==> src/rtl/versatile_fifo_sync_ctrl.sv <==
// Synchronous FIFO controller driving an external dual-port RAM (port A write, port B registered read).
// Optional level / almost-full / almost-empty logic is enabled by defining VERSATILE_FIFO_LEVEL_EN.
module versatile_fifo_sync_ctrl #(
    parameter int unsigned DATA_WIDTH = 8,
    parameter int unsigned ADDR_WIDTH = 9,
    parameter int unsigned AF_LEVEL   = 2**ADDR_WIDTH - 4,
    parameter int unsigned AE_LEVEL   = 4
) (
    input  logic                  clk,
    input  logic                  rst_n,
    input  logic                  wr_req,
    input  logic [DATA_WIDTH-1:0] wr_data,
    output logic                  full,
    input  logic                  rd_req,
    output logic [DATA_WIDTH-1:0] rd_data,
    output logic                  rd_valid,
    output logic                  empty,
    output logic                  overflow,
    output logic                  underflow,
    output logic [ADDR_WIDTH:0]   level,
    output logic                  almost_full,
    output logic                  almost_empty,
    output logic [DATA_WIDTH-1:0] ram_d_a,
    output logic [ADDR_WIDTH-1:0] ram_adr_a,
    output logic                  ram_we_a,
    output logic [ADDR_WIDTH-1:0] ram_adr_b,
    input  logic [DATA_WIDTH-1:0] ram_q_b
);

    localparam int unsigned PTR_WIDTH = ADDR_WIDTH + 1;
    localparam int unsigned DEPTH     = 1 << ADDR_WIDTH;

    // Thresholds beyond the RAM depth can never be reached; catch them at elaboration.
    if (AF_LEVEL > DEPTH || AE_LEVEL > DEPTH) begin : g_cfg_check
        $error("versatile_fifo_sync_ctrl: AF_LEVEL/AE_LEVEL exceed FIFO depth");
    end

    logic [PTR_WIDTH-1:0]  wr_ptr;
    logic [PTR_WIDTH-1:0]  rd_ptr;
    logic [DATA_WIDTH-1:0] rd_hold;
    logic                  push;
    logic                  pop;

    // Flags decode from pointer registers only.
    assign empty = (wr_ptr == rd_ptr);
    assign full  = (wr_ptr[ADDR_WIDTH] != rd_ptr[ADDR_WIDTH]) &&
                   (wr_ptr[ADDR_WIDTH-1:0] == rd_ptr[ADDR_WIDTH-1:0]);

    // rst_n gating keeps the RAM write strobe quiet while reset is held.
    assign push = wr_req && !full && rst_n;
    assign pop  = rd_req && !empty && rst_n;

    assign ram_we_a  = push;
    assign ram_adr_a = wr_ptr[ADDR_WIDTH-1:0];
    assign ram_d_a   = wr_data;
    assign ram_adr_b = rd_ptr[ADDR_WIDTH-1:0];

    // RAM already registers the address, so data is passed through in the valid cycle and held after.
    assign rd_data = rd_valid ? ram_q_b : rd_hold;

    always_ff @(posedge clk or negedge rst_n) begin
        if (!rst_n) begin
            wr_ptr    <= '0;
            rd_ptr    <= '0;
            rd_valid  <= 1'b0;
            overflow  <= 1'b0;
            underflow <= 1'b0;
            rd_hold   <= '0;
        end else begin
            if (push) begin
                wr_ptr <= wr_ptr + PTR_WIDTH'(1);
            end
            if (pop) begin
                rd_ptr <= rd_ptr + PTR_WIDTH'(1);
            end
            if (rd_valid) begin
                rd_hold <= ram_q_b;
            end
            rd_valid  <= pop;
            overflow  <= wr_req && full;
            underflow <= rd_req && empty;
        end
    end

`ifdef VERSATILE_FIFO_LEVEL_EN
    // Modulo subtraction stays correct across pointer wrap.
    assign level        = wr_ptr - rd_ptr;
    assign almost_full  = (level >= PTR_WIDTH'(AF_LEVEL));
    assign almost_empty = (level <= PTR_WIDTH'(AE_LEVEL));
`else
    assign level        = '0;
    assign almost_full  = 1'b0;
    assign almost_empty = 1'b0;
`endif

endmodule

==> config.mk <==
export PLATFORM = sky130hd
export DESIGN_NAME = versatile_fifo_sync_ctrl
export DESIGN_NICKNAME = d
export VERILOG_FILES = /design/src/rtl/versatile_fifo_sync_ctrl.sv
export SDC_FILE = /design/constraint.sdc
export NUM_CORES = 1
export LEC_CHECK = 0
export BUFFER_PORTS_ARGS = -buffer_cell sky130_fd_sc_hd__buf_2
export CAP_MARGIN = 15
export CORE_ASPECT_RATIO = 0.6
export CORE_MARGIN = 2
export CORE_UTILIZATION = 35
export DETAILED_ROUTE_END_ITERATION = 8
export SYNTH_ARGS = -nofsm -noshare
export SYNTH_HDL_FRONTEND = slang
export SYNTH_SLANG_ARGS = --single-unit
==> constraint.sdc <==
create_clock -name clk -period 4.2 [get_ports clk]
set_input_delay 0.84 -clock clk [delete_from_list [all_inputs] [get_ports clk]]
set_output_delay 0.84 -clock clk [all_outputs]
set_load 0.02 [all_outputs]
== Yosys cells after proc, flatten, opt, wreduce, memory -nomap -nowiden ==
Cells that the tools add are included.
Storage, ports and cells
  logic and storage cells: 21
  input port bits: 20
  register bits: 31
  output and inout port bits: 52
Operators by class
  equality and inequality tests: 3
  reduce and logical (&&, ||, !) cells: 9
  mux-type cells: 1
  add/sub/neg operators: 2
Operators by type and width (count)
  $add 10x1->10 const B: 2
  $eq 10x10->1: 1
  $eq 9x9->1: 1
  $mux 8: 1
  $logic_and 1x1->1: 7
  $logic_not 1->1: 2
  $ne 1x1->1: 1

== Logic depth before layout (Yosys ltp) ==
Gate-level depths: netlist (run 1).
  word-level depth: 5
  depth in mapped cells: 6
  gate-level depth less buffers: 5

== Worst setup path after synthesis (run 1) ==
No wires, ideal clock.
  path kind: register to output
  start: reg rd_ptr[0]
  end: out full
  arrival: 1.539 ns
  data required time: 3.360 ns
  cell stages (with the launch flop): 5
  path buffers: 0
  slack: 1.821 ns
  cell sequence: dfrtp_1 -> xor2_1 -> nor4_2 -> nand2_1 -> nor3_1
Between the ends
  longest elaborated chain between the ends: 2
Ends and longest elaborated chain
  start, declared: line 39  | logic [PTR_WIDTH-1:0] rd_ptr;
  start signal, assigned: line 74  | rd_ptr <= rd_ptr + PTR_WIDTH'(1);
  $eq 9x9->1: line 47  | (wr_ptr[ADDR_WIDTH-1:0] == rd_ptr[ADDR_WIDTH-1:0]);
  $logic_and 1x1->1: line 46  | assign full = (wr_ptr[ADDR_WIDTH] != rd_ptr[ADDR_WIDTH]) &&
  end, declared: line 13  | output logic full,
Every way passes these cells.

== Worst setup path in the final report (run 1) ==
  start: reg rd_ptr[0]
  end: out ram_we_a
Between the ends
  longest elaborated chain between the ends: 5
Ends and longest elaborated chain
  $eq 9x9->1: line 47
  $logic_and 1x1->1: line 46
  $logic_not 1->1: line 50  | assign push = wr_req && !full && rst_n;
  $logic_and 1x1->1 (2 in a row): line 50
  end, declared: line 25  | output logic ram_we_a,
Every way passes these cells.

==> impl_metrics.tcl, run 1 <==
set metrics [dict create \
    status "finished, final reports clean" \
    grt_pass1_wl_mm 5.41 \
    synth-edff-count 0 \
    yosysUniqueCellTypes 29 \
    yosysMostFrequentCell "buf_4" \
    synth_xor_xnor_area_share 0.138 \
    clockRootBuffer "clkbuf_8" \
    cp-startpoint "rd_ptr[0]" \
    ios 72 \
    fp.coreArea_um2 4980 \
    worstPathArrival_ps 2130 \
    crit_path_end_kind "primary output" \
    utilization 0.386 \
    ctsResizeCount 0 \
    final_cells 247 \
    detailed_place.area_um2 1840 \
    p_per_area_nw_per_um2 584 \
    nets 202 \
    placed_cells 239 \
    die_w_um 96.1 \
    finalInstanceArea_um2 1920 \
    yosysTopAreaCell "dfrtp_1" \
    reg2regPathDepth 6 \
    cpLargestDelayFamily "simple AND/OR/NAND/NOR gates" \
    synth_top_family_by_area "buffers and inverters" \
    pre_cts_ws_ps 1560 \
    drv_cap 0 \
    synth_seq_cells 31 \
    area_growth_pct 7.79 \
    clockBufferDepth 2 \
    die_area_um2 5700 \
    synth_flop_cell "dfrtp_1" \
    fmax_mhz 337 \
    drt_iter0_drc 52 \
    wl_per_cell_um 13.4 \
    critical_path.max_fanout 9 \
    grt_pass1_vias 1057 \
    cts_buffers 5 \
    cts_setup_buffers 0 \
    place.gp.congestion 0.762 \
    tns_ps 0 \
    vias 1083 \
    crit_chain "xor2_1, nor4_2, a41oi_2, nand2_2, inv_1, buf_2" \
    synth_compound_area_frac 0.00912 \
    synth_fa_ha_area_frac 0.0140 \
    rows 20 \
    multi_input_area_um2 733 \
    period_share 0.707 \
    synthMuxAreaShare 0.0653 \
    clock_sink_count 31 \
    period_needed_ps 2970 \
    syn-cell-area_um2 1780 \
    hold_viol 0 \
    finalClockSkew_ps 6.45 \
    regArea_um2 776 \
    initial_utilization 0.358 \
    finalSetupViolCount 0 \
    ys_seq_area_frac 0.435 \
    rsz0062_at_grt "no" \
    peakVddDrop_v 0.000199 \
    postCtsHoldBufs 0 \
    drive_above_1_share 0.403 \
    hold_path.class "in -> async" \
    critPathBufInv 2 \
    async_flop_share 1.00 \
    first_pass_iters 4 \
    worst_slack_ps 1230 \
    antenna_found_initial 0 \
    post-route-drc-count 0 \
    yosys-top-cells-area "dfrtp_1 (44%), buf_4 (16%), xnor2_1 (7.9%), xor2_1 (5.9%), mux2_2 (5.7%)" \
    routed_wl_mm 3.30 \
    num_antenna_cells 0 \
    path_class "reg -> out" \
    cp_slowest_cell "nor4_2" \
    die_h_um 59.3 \
    cp.required_ps 3360 \
    worstReg2RegEnd "rd_ptr[1]" \
    avgSynthCellArea_um2 11.4 \
    synthCells 157 \
    r2r_slack_ps 2080 \
    portBuffers 43 \
    antenna_left 0 \
    tritoncts "done" \
    cts_max_level 2 \
    p_leak_nw 0.922 \
    dp.final_hpwl_mm 2.48 \
    synth_top_area_frac 0.435 \
    nFillCells 500 \
    synth_commonest_cells "buf_4 (38), dfrtp_1 (31), xnor2_1 (16), xor2_1 (12), mux2_2 (9)" \
    grt-ovfl-total 0 \
    grt_max_degree 20 \
    final-max-slew-violation-count 0 \
    ys.warnings.count 0 \
    clkLatencyLatePin_ps 290 \
    viasPerCell 4.38 \
    grt_usage 0.132 \
    synthSimpleGateAreaFrac 0.160 \
    path_clk_slew_ps 70 \
    r2r_start "rd_ptr[0]" \
    crit_path_start_kind "register" \
    slowest_delay_ps 450 \
]
[flip-flops by register name, indices dropped and copies added, names as in the netlist]
register / cells
overflow: 1
wr_ptr: 10
rd_hold: 8
rd_valid: 1
rd_ptr: 10
underflow: 1
[worst reg2reg max path, delay by kind of cell, from the launching register on]
| family | cells | cell delay, ps |
|---|---|---|
| multiplexers | 1 | 300 |
| AND/OR/NAND/NOR | 3 | 820 |
| XOR/XNOR | 1 | 200 |
| buffers and inverters | 1 | 240 |
| flip-flops | 1 | 440 |
[cells by family (layout without fill, tap and decap cells)]
| kind of cell | count (synthesis) | after routing |
|---|---|---|
| and+or+nand+nor | 40 | 40 |
| xor gates and xnor gates | 28 | 28 |
| AOI/OAI and AO/OA | 1 | 1 |
| muxes | 10 | 10 |
| DFF | 31 | 31 |
| other | 1 | 12 |
| adders and majority gates | 2 | 2 |
| buffers and inverters | 44 | 57 |
[how the worst max path moves through the flow]
stage	to	cells past startpoint
floorplan	full	4
global placement	ram_we_a	6
detailed placement	ram_we_a	6
CTS	ram_we_a	6
global route	ram_we_a	6
finish	ram_we_a	6
[metrics by stage]
stage	hold slack (ps)	power (mW)
CTS	493	1.13
global placement	477	0.893
finish	486	1.12
global route	497	1.20
detailed placement	483	0.893
floorplan	460	0.850
[power breakdown]
group | switching [mW] | leakage, nW | internal (mW)
registers | 0.105 | 0.384 | 0.369
logic | 0.249 | 0.496 | 0.166
clock network | 0.117 | 0.0412 | 0.116
[placed cells by master (no fill, tap or decap), drive strengths merged, types with 5 or more instances in the layout]
master / n
buf: 45
clkbuf: 6
conb: 12
dfrtp: 31
mux2: 10
nand2: 7
nand3: 7
nor4: 5
xnor2: 16
xor2: 12
[layer usage]
| layer | vias up | part of all wire | GRT usage |
|---|---|---|---|
| li1 | 527 | - | - |
| met1 | 511 | 0.55 | 0.199 |
| met2 | 37 | 0.36 | 0.169 |
| met3 | 8 | 0.062 | 0.0394 |
| met4 | 0 | 0.021 | 0.0673 |
| met5 | - | 0 | 0 |
[layout make-up]
| cell class | instances | area share |
|---|---|---|
| clock buffer | 6 | 0.0378 |
| clock inverter | 2 | 0.00651 |
| inverter | 4 | 0.00781 |
| multi-input combinational | 93 | 0.382 |
| sequential | 31 | 0.404 |
| tap | 66 | 0.0430 |
| timing repair buffer | 45 | 0.120 |
Power figures use the tool's default switching activity.
==> run 2: changes to the inputs <==
==> constraint.sdc (replaced) <==
create_clock -name clk -period 2.6 [get_ports clk]
set_input_delay 0.52 -clock clk [delete_from_list [all_inputs] [get_ports clk]]
set_output_delay 0.52 -clock clk [all_outputs]
set_load 0.02 [all_outputs]
==> impl_metrics.tcl, run 2 (synthesis gave the netlist of run 1 again) <==
set metrics [dict create \
    status "finished, final reports clean" \
    grt_usage 0.135 \
    period_share 0.936 \
    slowest_delay_ps 450 \
    antenna_found_initial 0 \
    critical_path.max_fanout 5 \
    crit_path_start_kind "register" \
    finalInstanceArea_um2 1970 \
    nFillCells 505 \
    die_h_um 59.3 \
    wl_met2_mm 1.33 \
    hold_path.class "in -> async" \
    rsz0062_at_grt "no" \
    fmax_mhz 411 \
    reg2regPathDepth 6 \
    initial_utilization 0.358 \
    layout_common_cells "buf_2 (43), dfrtp_1 (31), xnor2_1 (16), xor2_1 (12), conb_1 (12)" \
    clkLatencyLatePin_ps 290 \
    peakVddDrop_v 0.000299 \
    num_antenna_cells 0 \
    grt-ovfl-total 0 \
    clock_sink_count 31 \
    finalClockSkew_ps 8.08 \
    place.gp.congestion 0.798 \
    area_growth_pct 10.5 \
    cp.required_ps 2080 \
    final-max-slew-violation-count 0 \
    grt_pass1_wl_mm 5.45 \
    cts_buffers 5 \
    ios 72 \
    tritoncts "done" \
    path_clk_slew_ps 70 \
    viasPerCell 4.47 \
    tns_ps 0 \
    hold_viol 0 \
    worst-path-stages 4 \
    drive_above_1_share 0.412 \
    wl_per_cell_um 13.7 \
    mostFrequentLayoutCell "buf_2" \
    routedLengthMet1_mm 1.75 \
    crit_path_end_kind "primary output" \
    r2r_slack_ps 460 \
    cpLargestDelayFamily "simple AND/OR/NAND/NOR gates" \
    die_area_um2 5700 \
    period_needed_ps 2430 \
    reg_top3 "rd_ptr x10, wr_ptr x10, rd_hold x8" \
    p_leak_nw 0.948 \
    nets 203 \
    cp_slowest_cell "dfrtp_1" \
    detailed_place.area_um2 1840 \
    die_w_um 96.1 \
    routed_wl_mm 3.40 \
    grt_pass1_vias 1063 \
    first_pass_iters 4 \
    antenna_left 0 \
    cts_setup_buffers 0 \
    utilization 0.396 \
    drv_cap 0 \
    p_per_area_nw_per_um2 989 \
    drt_iter0_drc 39 \
    r2r_start "rd_ptr[0]" \
    clockRootBuffer "clkbuf_8" \
    cp-startpoint "rd_ptr[0]" \
    wl_met3_um 260 \
    dp.final_hpwl_mm 2.61 \
    rows 20 \
    crit_chain "xor2_1, nor4_4, nor4b_4, buf_2" \
    finalSetupViolCount 0 \
    post-route-drc-count 0 \
    grt_max_degree 27 \
    vias 1108 \
    fp.coreArea_um2 4980 \
    clockBufferDepth 2 \
    worstPathArrival_ps 1910 \
    cts_max_level 2 \
    critPathBufInv 1 \
    routed.top_layer "met4" \
    path_class "reg -> out" \
    portBuffers 43 \
]
==> run 2: cell types whose count changed in the layout (fill, tap and decap cells not counted), sizes merged <==
cell	change
buf	+1
bufinv	+1
clkinvlp	-1
==> run 2: path summary, 6_finish.rpt <==
kind | to
setup reg to reg | rd_ptr[1]
min in group clk | underflow
max in group asynchronous | rd_ptr[7]
setup / recovery | empty
hold / removal | wr_ptr[0]
hold reg to reg | rd_ptr[9]
==> run 2: through the flow <==
step | hold WS [ps] | power (mW) | instances | setup slack (ps)
floorplan | 224 | 1.37 | 168 | 541
global placement | 397 | 1.44 | 240 | 471
detailed placement | 402 | 1.45 | 240 | 405
CTS | 91.7 | 1.95 | 248 | 78.0
global route | 94.6 | 2.08 | 248 | 21.8
finish | 93.1 | 1.95 | 248 | 165
==> run 2: cell type report <==
type / instances / area (um2) / area share
sequential: 31 / 776 / 0.394
tap: 66 / 82.6 / 0.0419
inverter: 4 / 15.0 / 0.00762
timing repair buffer: 46 / 238 / 0.121
clock buffer: 6 / 82.6 / 0.0419
clock inverter: 2 / 35.0 / 0.0178
multi-input combinational: 93 / 742 / 0.377
==> run 2: where the power goes <==
part           total (mW)  internal [mW]  switching [mW]
registers           0.760          0.596           0.163
clock network       0.495          0.310           0.185
logic               0.695          0.270           0.425
==> run 2: per-layer routing <==
metal	vias to the layer above	track usage
li1	526	-
met1	535	0.201
met2	41	0.167
met3	6	0.0458
met4	0	0.0714
met5	-	0
==> run 2: what timing repair did <==
| action | CTS | global route |
|---|---|---|
| setup endpoints to repair | 0 | 1 |
| gates resized for setup | 0 | 1 |
| hold buffers | 0 | 0 |
